`src/rtl/uart_tx_arbiter_if.sv`:
```
// Client/transmitter bundle for the UART TX arbiter.
// slave = arbiter side, master = requesters plus transmitter side.
interface uart_tx_arbiter_if #(
    parameter int NUM_REQ = 4,
    parameter int DATA_W  = 8
);
    localparam int ID_W = (NUM_REQ > 2) ? $clog2(NUM_REQ) : 1;

    logic [NUM_REQ-1:0]        req_valid;
    logic [NUM_REQ*DATA_W-1:0] req_data;
    logic [NUM_REQ-1:0]        req_ready;
    logic                      tx_start;
    logic [DATA_W-1:0]         tx_data;
    logic                      tx_done_tick;
    logic                      busy;
    logic [ID_W-1:0]           grant_id;
    logic                      frame_done;
    logic                      timeout_err;

    modport slave (
        input  req_valid, req_data, tx_done_tick,
        output req_ready, tx_start, tx_data, busy,
        output grant_id, frame_done, timeout_err
    );

    modport master (
        output req_valid, req_data, tx_done_tick,
        input  req_ready, tx_start, tx_data, busy,
        input  grant_id, frame_done, timeout_err
    );
endinterface

```
`src/rtl/uart_tx_arbiter.sv`:
```
// Round-robin arbiter sharing one UART transmitter among NUM_REQ clients.
// Optional BUSY watchdog enabled by defining UART_ARB_TIMEOUT_EN.
module uart_tx_arbiter #(
    parameter int NUM_REQ        = 4,
    parameter int DATA_W         = 8,
    parameter int GAP_CYCLES     = 2,
    parameter int TIMEOUT_CYCLES = 4096
) (
    input logic              clk,
    input logic              Reset,
    uart_tx_arbiter_if.slave bus
);
    localparam int ID_W = (NUM_REQ > 2) ? $clog2(NUM_REQ) : 1;
    localparam int IW1  = ID_W + 1;
    localparam int GW   = (GAP_CYCLES > 1) ? $clog2(GAP_CYCLES) : 1;
    localparam logic [GW-1:0] GAP_LAST =
        GW'((GAP_CYCLES > 0) ? GAP_CYCLES - 1 : 0);

    typedef enum logic [1:0] {
        S_IDLE, S_LAUNCH, S_BUSY, S_GAP
    } state_t;

    localparam state_t S_AFTER = (GAP_CYCLES > 0) ? S_GAP : S_IDLE;

    state_t              state_q, state_d;
    logic [DATA_W-1:0]   hold_q, hold_d;
    logic [ID_W-1:0]     grant_q, grant_d;
    logic [ID_W-1:0]     rr_q, rr_d;
    logic [GW-1:0]       gap_q, gap_d;
    logic                start_q, start_d;
    logic [ID_W-1:0]     win;
    logic [IW1-1:0]      idx;
    logic                any_valid;
    logic [NUM_REQ-1:0]  ready;
    logic                fdone;
    logic                terr;

`ifdef UART_ARB_TIMEOUT_EN
    localparam int TW = $clog2(TIMEOUT_CYCLES + 1);
    logic [TW-1:0] tmo_q, tmo_d;
`endif

    // Pick the first valid requester scanning from just past the last winner
    always_comb begin
        any_valid = 1'b0;
        win       = '0;
        idx       = '0;
        for (int k = NUM_REQ; k >= 1; k--) begin
            idx = {1'b0, rr_q} + IW1'(k);
            if (idx >= IW1'(NUM_REQ))
                idx = idx - IW1'(NUM_REQ);
            if (bus.req_valid[idx[ID_W-1:0]]) begin
                any_valid = 1'b1;
                win       = idx[ID_W-1:0];
            end
        end
    end

    // Next-state logic: accept, launch, wait for the frame, then idle gap
    always_comb begin
        state_d = state_q;
        hold_d  = hold_q;
        grant_d = grant_q;
        rr_d    = rr_q;
        gap_d   = gap_q;
        start_d = 1'b0;
        ready   = '0;
        fdone   = 1'b0;
        terr    = 1'b0;
`ifdef UART_ARB_TIMEOUT_EN
        tmo_d   = tmo_q;
`endif
        unique case (state_q)
            S_IDLE: begin
                if (any_valid && !Reset) begin
                    ready[win] = 1'b1;
                    hold_d  = bus.req_data[int'(win)*DATA_W +: DATA_W];
                    grant_d = win;
                    rr_d    = win;
                    start_d = 1'b1;
                    state_d = S_LAUNCH;
                end
            end
            S_LAUNCH: begin
                state_d = S_BUSY;
`ifdef UART_ARB_TIMEOUT_EN
                tmo_d   = '0;
`endif
            end
            S_BUSY: begin
                if (bus.tx_done_tick) begin
                    fdone   = 1'b1;
                    gap_d   = '0;
                    state_d = S_AFTER;
                end
`ifdef UART_ARB_TIMEOUT_EN
                else if (tmo_q == TW'(TIMEOUT_CYCLES)) begin
                    terr    = 1'b1;
                    gap_d   = '0;
                    state_d = S_AFTER;
                end else begin
                    tmo_d = tmo_q + 1'b1;
                end
`endif
            end
            S_GAP: begin
                if (gap_q == GAP_LAST)
                    state_d = S_IDLE;
                else
                    gap_d = gap_q + 1'b1;
            end
            default: state_d = S_IDLE;
        endcase
    end

    // State and datapath registers; requester 0 gets first priority
    always_ff @(posedge clk or posedge Reset) begin
        if (Reset) begin
            state_q <= S_IDLE;
            hold_q  <= '0;
            grant_q <= '0;
            rr_q    <= ID_W'(NUM_REQ - 1);
            gap_q   <= '0;
            start_q <= 1'b0;
`ifdef UART_ARB_TIMEOUT_EN
            tmo_q   <= '0;
`endif
        end else begin
            state_q <= state_d;
            hold_q  <= hold_d;
            grant_q <= grant_d;
            rr_q    <= rr_d;
            gap_q   <= gap_d;
            start_q <= start_d;
`ifdef UART_ARB_TIMEOUT_EN
            tmo_q   <= tmo_d;
`endif
        end
    end

    assign bus.req_ready   = ready;
    assign bus.tx_start    = start_q;
    assign bus.tx_data     = hold_q;
    assign bus.busy        = (state_q != S_IDLE);
    assign bus.grant_id    = grant_q;
    assign bus.frame_done  = fdone;
    assign bus.timeout_err = terr;
endmodule
```
`src/flat_wrapper.sv`:
```
// flat-port wrapper written by rule: the top's interface ports become plain ports
module uart_tx_arbiter_flat 
#(
    parameter int NUM_REQ        = 4,
    parameter int DATA_W         = 8,
    parameter int GAP_CYCLES     = 2,
    parameter int TIMEOUT_CYCLES = 4096
)
  (clk, Reset, bus_req_valid, bus_req_data, bus_tx_done_tick, bus_req_ready, bus_tx_start, bus_tx_data, bus_busy, bus_grant_id, bus_frame_done, bus_timeout_err);
  uart_tx_arbiter_if #(.NUM_REQ(NUM_REQ), .DATA_W(DATA_W)) bus_i ();
  input logic clk;
  input logic Reset;
  input wire logic [$bits(bus_i.req_valid)-1:0] bus_req_valid;
  input wire logic [$bits(bus_i.req_data)-1:0] bus_req_data;
  input wire logic [$bits(bus_i.tx_done_tick)-1:0] bus_tx_done_tick;
  output wire logic [$bits(bus_i.req_ready)-1:0] bus_req_ready;
  output wire logic [$bits(bus_i.tx_start)-1:0] bus_tx_start;
  output wire logic [$bits(bus_i.tx_data)-1:0] bus_tx_data;
  output wire logic [$bits(bus_i.busy)-1:0] bus_busy;
  output wire logic [$bits(bus_i.grant_id)-1:0] bus_grant_id;
  output wire logic [$bits(bus_i.frame_done)-1:0] bus_frame_done;
  output wire logic [$bits(bus_i.timeout_err)-1:0] bus_timeout_err;
  assign bus_i.req_valid = bus_req_valid;
  assign bus_i.req_data = bus_req_data;
  assign bus_i.tx_done_tick = bus_tx_done_tick;
  assign bus_req_ready = bus_i.req_ready;
  assign bus_tx_start = bus_i.tx_start;
  assign bus_tx_data = bus_i.tx_data;
  assign bus_busy = bus_i.busy;
  assign bus_grant_id = bus_i.grant_id;
  assign bus_frame_done = bus_i.frame_done;
  assign bus_timeout_err = bus_i.timeout_err;
  uart_tx_arbiter #(.NUM_REQ(NUM_REQ), .DATA_W(DATA_W), .GAP_CYCLES(GAP_CYCLES), .TIMEOUT_CYCLES(TIMEOUT_CYCLES)) u_core (.clk(clk), .Reset(Reset), .bus(bus_i));
endmodule
```
`config.mk`:
```
export PLATFORM = sky130hd
export DESIGN_NAME = uart_tx_arbiter_flat
export DESIGN_NICKNAME = d
export VERILOG_FILES = /design/src/rtl/uart_tx_arbiter_if.sv /design/src/rtl/uart_tx_arbiter.sv /design/src/flat_wrapper.sv
export SDC_FILE = /design/constraint.sdc
export NUM_CORES = 1
export LEC_CHECK = 0
export CORE_ASPECT_RATIO = 1.4
export CORE_MARGIN = 2
export CORE_UTILIZATION = 40
export CTS_CLUSTER_SIZE = 8
export DETAILED_ROUTE_END_ITERATION = 10
export GPL_TIMING_DRIVEN = 0
export HOLD_SLACK_MARGIN = 0.12
export PLACE_DENSITY = 0.8
export SYNTH_ARGS = -nofsm -noshare
export SYNTH_HDL_FRONTEND = slang
export SYNTH_SLANG_ARGS = --single-unit
```
`constraint.sdc`:
```
create_clock -name clk -period 2.8 [get_ports clk]
set_clock_uncertainty 0.15 [all_clocks]
set_input_delay 0.56 -clock clk [delete_from_list [all_inputs] [get_ports clk]]
set_output_delay 0.56 -clock clk [all_outputs]
set_load 0.01 [all_outputs]
```
======== Yosys cells after proc, flatten, opt, wreduce, memory -nomap -nowiden ========
Cells that the tools add are included.
operators by class
  magnitude comparators ................... 10
  muxes and demuxes ....................... 35
  add/subtract/negate cells ............... 9
  eq/ne operators ......................... 6
  shift-type cells ........................ 1
  reduce and logical (&&, ||, !) cells .... 9
operator list
  operator               number
  $shiftx A32 B6 Y8      1
  $mux W2                11
  $lt A2 B3 Y1 const B   5
  $mux W1                15
  $ge A3 B3 Y1 const B   4
  $bmux W1 S2            4
  $mux W4                2
  $pmux W2 S4            1
  $sub A2 B1 Y2 const B  4
  $add A2 B2 Y3 const B  2
  $eq A2 B2 Y1 const B   2
  $ne A2 B1 Y1 const B   2
  $reduce_and A2 Y1      2
  $reduce_bool A2 Y1     2
  $add A2 B1 Y3 const B  1
  $add A2 B3 Y3 const B  1
  $reduce_and A3 Y1      1
  $demux W1 S2           1
  $eq A2 B1 Y1 const B   1
  $ge A2 B1 Y1 const B   1
  $logic_and A1 B1 Y1    2
  $logic_not A2 Y1       1
  $ne A2 B2 Y1 const B   1
  $pmux W1 S2            1
  2 further kinds        2
word-level totals
  word-level logic and storage cells ...... 76
  output and inout bits ................... 18
  input port bits ......................... 39
  register bits after elaboration ......... 16

======== Logic depth before layout (Yosys ltp) ========
Gate-level depths: netlist of run 1.
  depth after elaboration ................. 15
  mapped depth ............................ 8
  depth with buffers taken out ............ 7

======== Worst setup path before layout of run 1 ========
Ideal clock, no wire load.
  path type ............................... register to output
  from .................................... reg u_core.state_q[0]
  to ...................................... out bus_req_ready[1]
  required time ........................... 2.090 ns
  setup slack ............................. 0.420 ns
  cell stages (with the launch flop) ...... 8
  arrival time ............................ 1.670 ns
  cell sequence ........................... dfrtp_1 -> inv_1 -> ha_1 -> inv_1 -> nor3_2 -> nor2b_1 -> buf_2 -> nor2b_1
between the ends
  cells in the longest elaborated chain, start to end .. 2
ends and longest elaborated chain
  item                      RTL line                source
  start: declaration        uart_tx_arbiter.sv:25   state_t state_q, state_d;
  start signal: assignment  uart_tx_arbiter.sv:129  state_q <= state_d;
  $logic_not A2 Y1          uart_tx_arbiter.sv:73   unique case (state_q)
  $mux W4                   uart_tx_arbiter.sv:73
  end: declaration          flat_wrapper.sv:16      output wire logic [$bits(bus_i.req_ready)-1:0] bus_req_ready;
No other way between the ends.

======== Worst setup path in the final report of run 1 ========
  from .................................... in bus_req_valid[0]
  to ...................................... out bus_req_ready[1]
between the ends
  cells in the longest elaborated chain, start to end .. 12
  elaborated cells on any way between the ends .. 24
  classes of those cells .................. 2 x order compare; 20 x mux; 2 x reduce/logical
ends and longest elaborated chain
  item                                                                       RTL line               source
  start: declaration                                                         flat_wrapper.sv:13     input wire logic [$bits(bus_i.req_valid)-1:0] bus_req_valid;
  $bmux W1 S2                                                                uart_tx_arbiter.sv:52  if (bus.req_valid[idx[ID_W-1:0]]) begin
  $mux W1 (implied by the code)                                              uart_tx_arbiter.sv:52
  $mux W2 (4 in series)                                                      uart_tx_arbiter.sv:52
  $lt A2 B3 Y1 (implied by the code) / $ge A2 B1 Y1 (equally long branches)  uart_tx_arbiter.sv:76  ready[win] = 1'b1;
  $logic_and A1 B1 Y1 (implied by the code)                                  uart_tx_arbiter.sv:76
  $mux W1 (implied by the code)                                              uart_tx_arbiter.sv:76
  $demux W1 S2                                                               n/a
  $mux W4 (*)                                                                uart_tx_arbiter.sv:75  if (any_valid && !Reset) begin
  $mux W4 (*)                                                                uart_tx_arbiter.sv:73
Every way passes the cells marked *; elsewhere a longest branch is shown, timed or not. The select of a mux whose other input is x is not followed.

==> out/qor.yml, run 1 <==
synth_top_family_by_area: "compound AO/OA/AOI/OAI gates"
place_area_um2: 1730
grt_pass1_vias: 1200
cts_max_level: 1
maxCapViolCount: 0
dr.first_iter.drc_count: 47
synth_nets: 163
synth_area_per_cell_um2: 9.38
synth-xor-area-share_pct: 0
cts-root-buf: "clkbuf_4"
path_clk_slew_ps: 90
syn_area_um2: 1130
synth_cell_types: 31
viasPerCell: 5.33
vdd_drop_max_mv: 0.622
grt_pass1_wl_um: 5620
yosysWarnings: 0
place_congestion: 0.747
numCtsBuffers: 3
synth_area_leaders: "dfrtp_1 31%, a211oi_2 13%, mux2i_1 7.9%"
max_slew_margin_pct: 57.8
min_period_over_period_pct: 99.0
core_area_um2: 2670
slowest_delay_ps: 340
start_util_pct: 42.5
ys.flop_type: "dfrtp_1"
dieWidth_um: 49.0
area_growth_syn_to_layout_pct: 70.2
clk_latency_ps: 290
holdCritPathClass: "flip-flop to flip-flop"
ant_nets: 0
ys_seq_area_share_pct: 35.5
required_ps: 2090
die-area_um2: 3280
start_kind: "primary input"
worstPathArrival_ps: 2060
firstDrtPassIters: 4
slowest_stage: "a311oi_4"
synth.most_common_cell: "inv_1"
fp.dieH_um: 67.0
synth_compound_area_share_pct: 27.5
fmax_ghz: 0.361
maxSlewViolCount: 0
hold_viol_final: 0
clk_path_buf_depth: 2
dp_hpwl_um: 2380
crit_type: "primary input to output port"
period_minus_slack_ps: 2770
fin_total_pwr_w: 0.00163
io_buffers: 55
synthAdderAreaFrac_pct: 3.31
synth-simple-area-share_pct: 13.8
drt-total-wl_um: 3710
async_reset_ff_share_pct: 100
tightest_slew_ps: 633
wire_per_inst_um: 16.2
synth-edff-count: 0
placedCellCount: 212
grt_max_degree: 17
synth_largest_area_cell: "dfrtp_1"
synth_common_cells: "16 x inv_1, 15 x nor2_1, 14 x dfrtp_1"
synth_top_area_share_pct: 30.9
drive_gt1_share_pct: 28.0
rows: 22
critPathMaxFanout: 4
cts_tree: "built"
grt_antenna_before_repair: 0
grt.total_usage_pct: 22.8
leakagePower_nw: 0.841
power.density_nw_per_um2: 845
stdcell_count: 229
ctsHoldBuffers: 0
synthMuxAreaShare_pct: 8.93
grt-ovfl-total: 0
fin_nets: 236
setup_viol: 0
diodes: 0
numClockSinks: 16
ios: 57
synthCells: 121
drcViolationCount: 0
worstPathCellList: "clkdlybuf4s15_2, or2_4, a311oi_4, nor2b_2, buf_4, nor2b_1, dlygate4sd2_1"
vias: 1220
yosys_register_bits: 16
status: "complete, no violations"
final_area_um2: 1930
critPathCaptureType: "output port"
-- where the power goes --
group          switching, W  leakage (nW)  internal [W]  total [W]
clock network     0.0000785        0.0210     0.0000793   0.000158
registers         0.0000734         0.181      0.000357   0.000430
logic              0.000484         0.638      0.000561    0.00104
-- timing repair --
item                                   CTS  global route
pin swaps                                4             2
gates cloned                             0             0
endpoints found under the hold margin    0             0
setup endpoints to repair                4             3
buffers inserted                        10             4
resized for setup                       27            13
-- per-layer routing --
metal / wire length [um] / GRT usage, % / vias to the layer above / part of all wire [%]
li1: - / - / 569 / -
met1: 1470 / 25.6 / 598 / 40
met2: 1990 / 41.6 / 45 / 54
met3: 161 / 3.59 / 8 / 4.3
met4: 94 / 11.4 / 0 / 2.5
met5: 0 / 0 / - / 0
-- sequential cells by signal, indices dropped and copies added, names as in the netlist --
signal / count
u_core.bus.tx_start: 1
u_core.bus.tx_data: 8
u_core.rr_q: 2
u_core.gap_q: 1
u_core.state_q: 2
u_core.bus.grant_id: 2
-- final timing paths --
| kind | cells after the start | startpoint | endpoint | slack, ps |
|---|---|---|---|---|
| worst min-delay path | 2 | u_core.rr_q[0]$_DFFE_PP1P_ | u_core.rr_q[0]$_DFFE_PP1P_ | 390 |
| worst max register to register | 11 | u_core.state_q[0]$_DFFE_PP0P_ | u_core.bus.tx_data[4]$_DFFE_PP0P_ | 530 |
| min in group asynchronous | 2 | Reset | u_core.bus.tx_data[1]$_DFFE_PP0P_ | 620 |
| worst min register to register | 2 | u_core.rr_q[0]$_DFFE_PP1P_ | u_core.rr_q[0]$_DFFE_PP1P_ | 390 |
| worst max-delay path | 7 | bus_req_valid[0] | bus_req_ready[1] | 30 |
| max in group asynchronous | 2 | Reset | u_core.bus.grant_id[0]$_DFFE_PP0P_ | 1470 |
-- cell families (layout without fill, tap and decap cells) --
| logic type | after synthesis | after routing |
|---|---|---|
| AOI/OAI and AO/OA | 36 | 36 |
| adders and majority gates | 3 | 3 |
| buffers and inverters | 24 | 96 |
| DFF | 16 | 16 |
| muxes | 10 | 10 |
| other | 1 | 1 |
| and+or+nand+nor | 31 | 31 |
-- through the flow --
step / setup TNS [ps] / hold WS (ps) / setup slack, ps / utilization [%]
2_1_floorplan: 0 / 322 / 420 / -
3_3_place_gp: -2850 / 345 / -764 / 64.8
3_5_place_dp: -2980 / 372 / -803 / 64.8
4_1_cts: 0 / 389 / 20.0 / 70.7
5_1_grt: -89.2 / 409 / -34.3 / 72.4
6_report: 0 / 386 / 27.4 / 72.4
-- cell type report --
type	count	area, um2
buffer	7	78.8
clock buffer	4	36.3
fill	206	738
sequential	16	403
multi-input combinational	81	668
timing repair buffer	69	641
inverter	16	60.1
tap	36	45.0
-- placed cells by master (no fill, tap or decap), types with 3 or more instances in the layout --
| master | n |
|---|---|
| nor2b_1 | 3 |
| clkdlybuf4s50_1 | 47 |
| buf_4 | 17 |
| a31oi_1 | 8 |
| mux2i_1 | 9 |
| dfrtp_1 | 14 |
| nor2_1 | 15 |
| o21ai_0 | 4 |
| a211oi_2 | 12 |
| inv_1 | 16 |
| a21oi_1 | 3 |
| a211oi_1 | 4 |
| clkbuf_4 | 3 |
-- critical path, delay by kind of cell --
kind / cells / cell delay (ps)
buffers and inverters: 3 / 680
AND/OR/NAND/NOR: 3 / 480
AO/OA/AOI/OAI: 1 / 340
Power figures use the tool's default switching activity.
==> run 2: changes to the inputs <==
- CORE_MARGIN: 2 -> not set
- SKIP_CTS_REPAIR_TIMING: not set -> 1
- TNS_END_PERCENT: not set -> 1
==> out/qor.yml, run 2 (same netlist as run 1, synthesis figures left out) <==
status: "finished with violations"  # was complete, no violations
violations: "setup timing"
timing.rr.end: "u_core.bus.tx_data[6]$_DFFE_PP0P_"  # was u_core.bus.tx_data[4]$_DFFE_PP0P_
pwr-share-clk_pct: 9.9  # was 9.7%
path_clk_slew_ps: 90  # about the same
timing.rr.start: "u_core.rr_q[0]$_DFFE_PP1P_"  # was u_core.state_q[0]$_DFFE_PP0P_
fmax_ghz: 0.333  # was 0.361 GHz
drcViolationCount: 0  # unchanged
core_area_um2: 2670  # unchanged
dr.max_layer_used: "met4"  # unchanged
layout_commonest_cell: "clkdlybuf4s50_1"  # unchanged
mostFrequentLayoutCells: "48 x clkdlybuf4s50_1, 16 x inv_1, 15 x nor2_1"  # was 47 x clkdlybuf4s50_1, 17 x buf_4, 16 x inv_1
m1WireLength_um: 1290  # was 1470 um
tightest_slew_ps: 631  # was 633 ps
stdcell_count: 225  # was 229
hold_path_startpoint: "u_core.rr_q[0]$_DFFE_PP1P_"  # unchanged
start_util_pct: 42.5  # unchanged
r2r_slack_ps: 640  # was 530 ps
critPathCaptureType: "output port"  # unchanged
period_minus_slack_ps: 3000  # was 2770 ps
r2r_cells: 8  # was 11
clk_path_buf_depth: 2  # unchanged
fp.dieH_um: 65.0  # was 67.0 um
viasPerCell: 5.17  # was 5.33
cts-root-buf: "clkbuf_4"  # unchanged
grt.total_usage_pct: 21.2  # was 22.8%
place_congestion: 0.778  # was 0.747
ios: 57  # unchanged
start_kind: "primary input"  # unchanged
grt_pass1_wl_um: 4790  # was 5620 um
maxSlewViolCount: 0  # unchanged
firstDrtPassIters: 4  # unchanged
numCtsBuffers: 3  # unchanged
power.switching_w: 0.000593  # was 0.000636 W
max_slew_margin_pct: 57.9  # was 57.8%
place_ws_ps: -787  # was -803 ps
grt_max_degree: 17  # unchanged
grt-ovfl-total: 0  # unchanged
worstPathCellList: "dlymetal6s2s_1, or2_0, a311oi_2, nand2_1, buf_4, nor2_1, clkdlybuf4s50_1"  # was clkdlybuf4s15_2, or2_4, a311oi_4, nor2b_2, buf_4, nor2b_1, dlygate4sd2_1
vias: 1164  # was 1220
routed-wl-met3_um: 195  # was 161 um
min_period_over_period_pct: 107  # was 99.0%
holdCritPathClass: "flip-flop to flip-flop"  # unchanged
placedCellCount: 212  # unchanged
combPwrFrac_pct: 62.2  # was 64.0%
clk_latency_ps: 280  # was 290 ps
fin_ws_ps: -204  # was 27.4 ps
maxCapViolCount: 0  # unchanged
p_int_w: 0.000960  # was 0.000997 W
leakagePower_nw: 0.885  # was 0.841 nW
cts_max_level: 1  # unchanged
critPathMaxFanout: 10  # was 4
required_ps: 2090  # about the same
diodes: 0  # unchanged
cp-endpoint: "bus_req_ready[3]"  # was bus_req_ready[1]
cts_tree: "built"  # unchanged
worstPathArrival_ps: 2290  # was 2060 ps
io_buffers: 55  # unchanged
hold_viol_final: 0  # unchanged
vdd_drop_max_mv: 0.554  # was 0.622 mV
grt_antenna_before_repair: 0  # unchanged
wire_per_inst_um: 14.2  # was 16.2 um
dieWidth_um: 47.0  # was 49.0 um
rsz0062_at_grt: "yes"
setup_viol: 1  # was 0
crit_type: "primary input to output port"  # unchanged
power_frac_seq_pct: 27.9  # was 26.4%
dp_hpwl_um: 2300  # was 2380 um
largest_reg_flops: 8  # unchanged
numClockSinks: 16  # unchanged
ant_nets: 0  # unchanged
slowest_delay_ps: 540  # was 340 ps
grt_pass1_vias: 1156  # was 1200
cp-startpoint: "bus_req_valid[1]"  # was bus_req_valid[0]
power.density_nw_per_um2: 824  # was 845 nW/um2
wl_met2_um: 1630  # was 1990 um
slowest_stage: "clkdlybuf4s50_1"  # was a311oi_4
dr.first_iter.drc_count: 33  # was 47
area_growth_syn_to_layout_pct: 66.0  # was 70.2%
finalSetupTns_ps: -204  # was 0 ps
fin_nets: 232  # was 236
drive_gt1_share_pct: 21.7  # was 28.0%
rows: 22  # unchanged
die-area_um2: 3060  # was 3280 um2
swShare_pct: 38.2  # was 38.9%
drt-total-wl_um: 3180  # was 3710 um
run 2: cell types whose count changed in the layout (fill, tap and decap cells not counted), sizes merged:
| cell | change |
|---|---|
| buf | -6 |
| clkbuf | -1 |
| clkdlybuf4s15 | -3 |
| clkdlybuf4s50 | +1 |
| dlygate4sd2 | -2 |
| dlymetal6s2s | +7 |
run 2: how the worst min path moves through the flow:
stage,cells after the start,slack (ps),end
floorplan,1,320,u_core.bus.grant_id[0]$_DFFE_PP0P_
global placement,2,350,u_core.state_q[0]$_DFFE_PP0P_
detailed placement,2,360,u_core.rr_q[0]$_DFFE_PP1P_
CTS,2,380,u_core.rr_q[0]$_DFFE_PP1P_
global route,2,410,u_core.rr_q[0]$_DFFE_PP1P_
finish,2,380,u_core.rr_q[0]$_DFFE_PP1P_
run 2: power groups by stage:
stage | clock network (W) | registers [W] | logic (W)
final | 0.000153 | 0.000434 | 0.000967
after CTS | 0.000161 | 0.000431 | 0.000878
after floorplan | 0 | 0.000457 | 0.000498
after detailed placement | 0 | 0.000434 | 0.000877
after global routing | 0.000170 | 0.000444 | 0.00105
after global placement | 0 | 0.000425 | 0.000850
run 2: critical path: cells and delay by family:
| family | cells | cell delay [ps] |
|---|---|---|
| AO/OA/AOI/OAI | 1 | 320 |
| AND/OR/NAND/NOR | 3 | 470 |
| buffers and inverters | 3 | 940 |
run 2: through the flow:
step	area (um2)	hold slack (ps)	total power, W	utilization, %
3_3_place_gp	1730	346	0.00127	64.8
4_1_cts	1770	379	0.00147	66.2
2_1_floorplan	1130	322	0.000955	-
6_report	1880	383	0.00155	70.6
5_1_grt	1880	414	0.00166	70.6
3_5_place_dp	1730	361	0.00131	64.8
run 2: final cells by class:
cell class / count / area, um2
sequential: 16 / 403
inverter: 16 / 60.1
clock buffer: 4 / 36.3
fill: 209 / 786
multi-input combinational: 81 / 627
buffer: 7 / 70.1
tap: 36 / 45.0
timing repair buffer: 65 / 643
run 2: metal layers:
layer  up-vias  GRT usage (%)
met5         -              0
met1       548           23.7
li1        557              -
met4         0           9.64
met2        51           37.5
met3         8           2.51
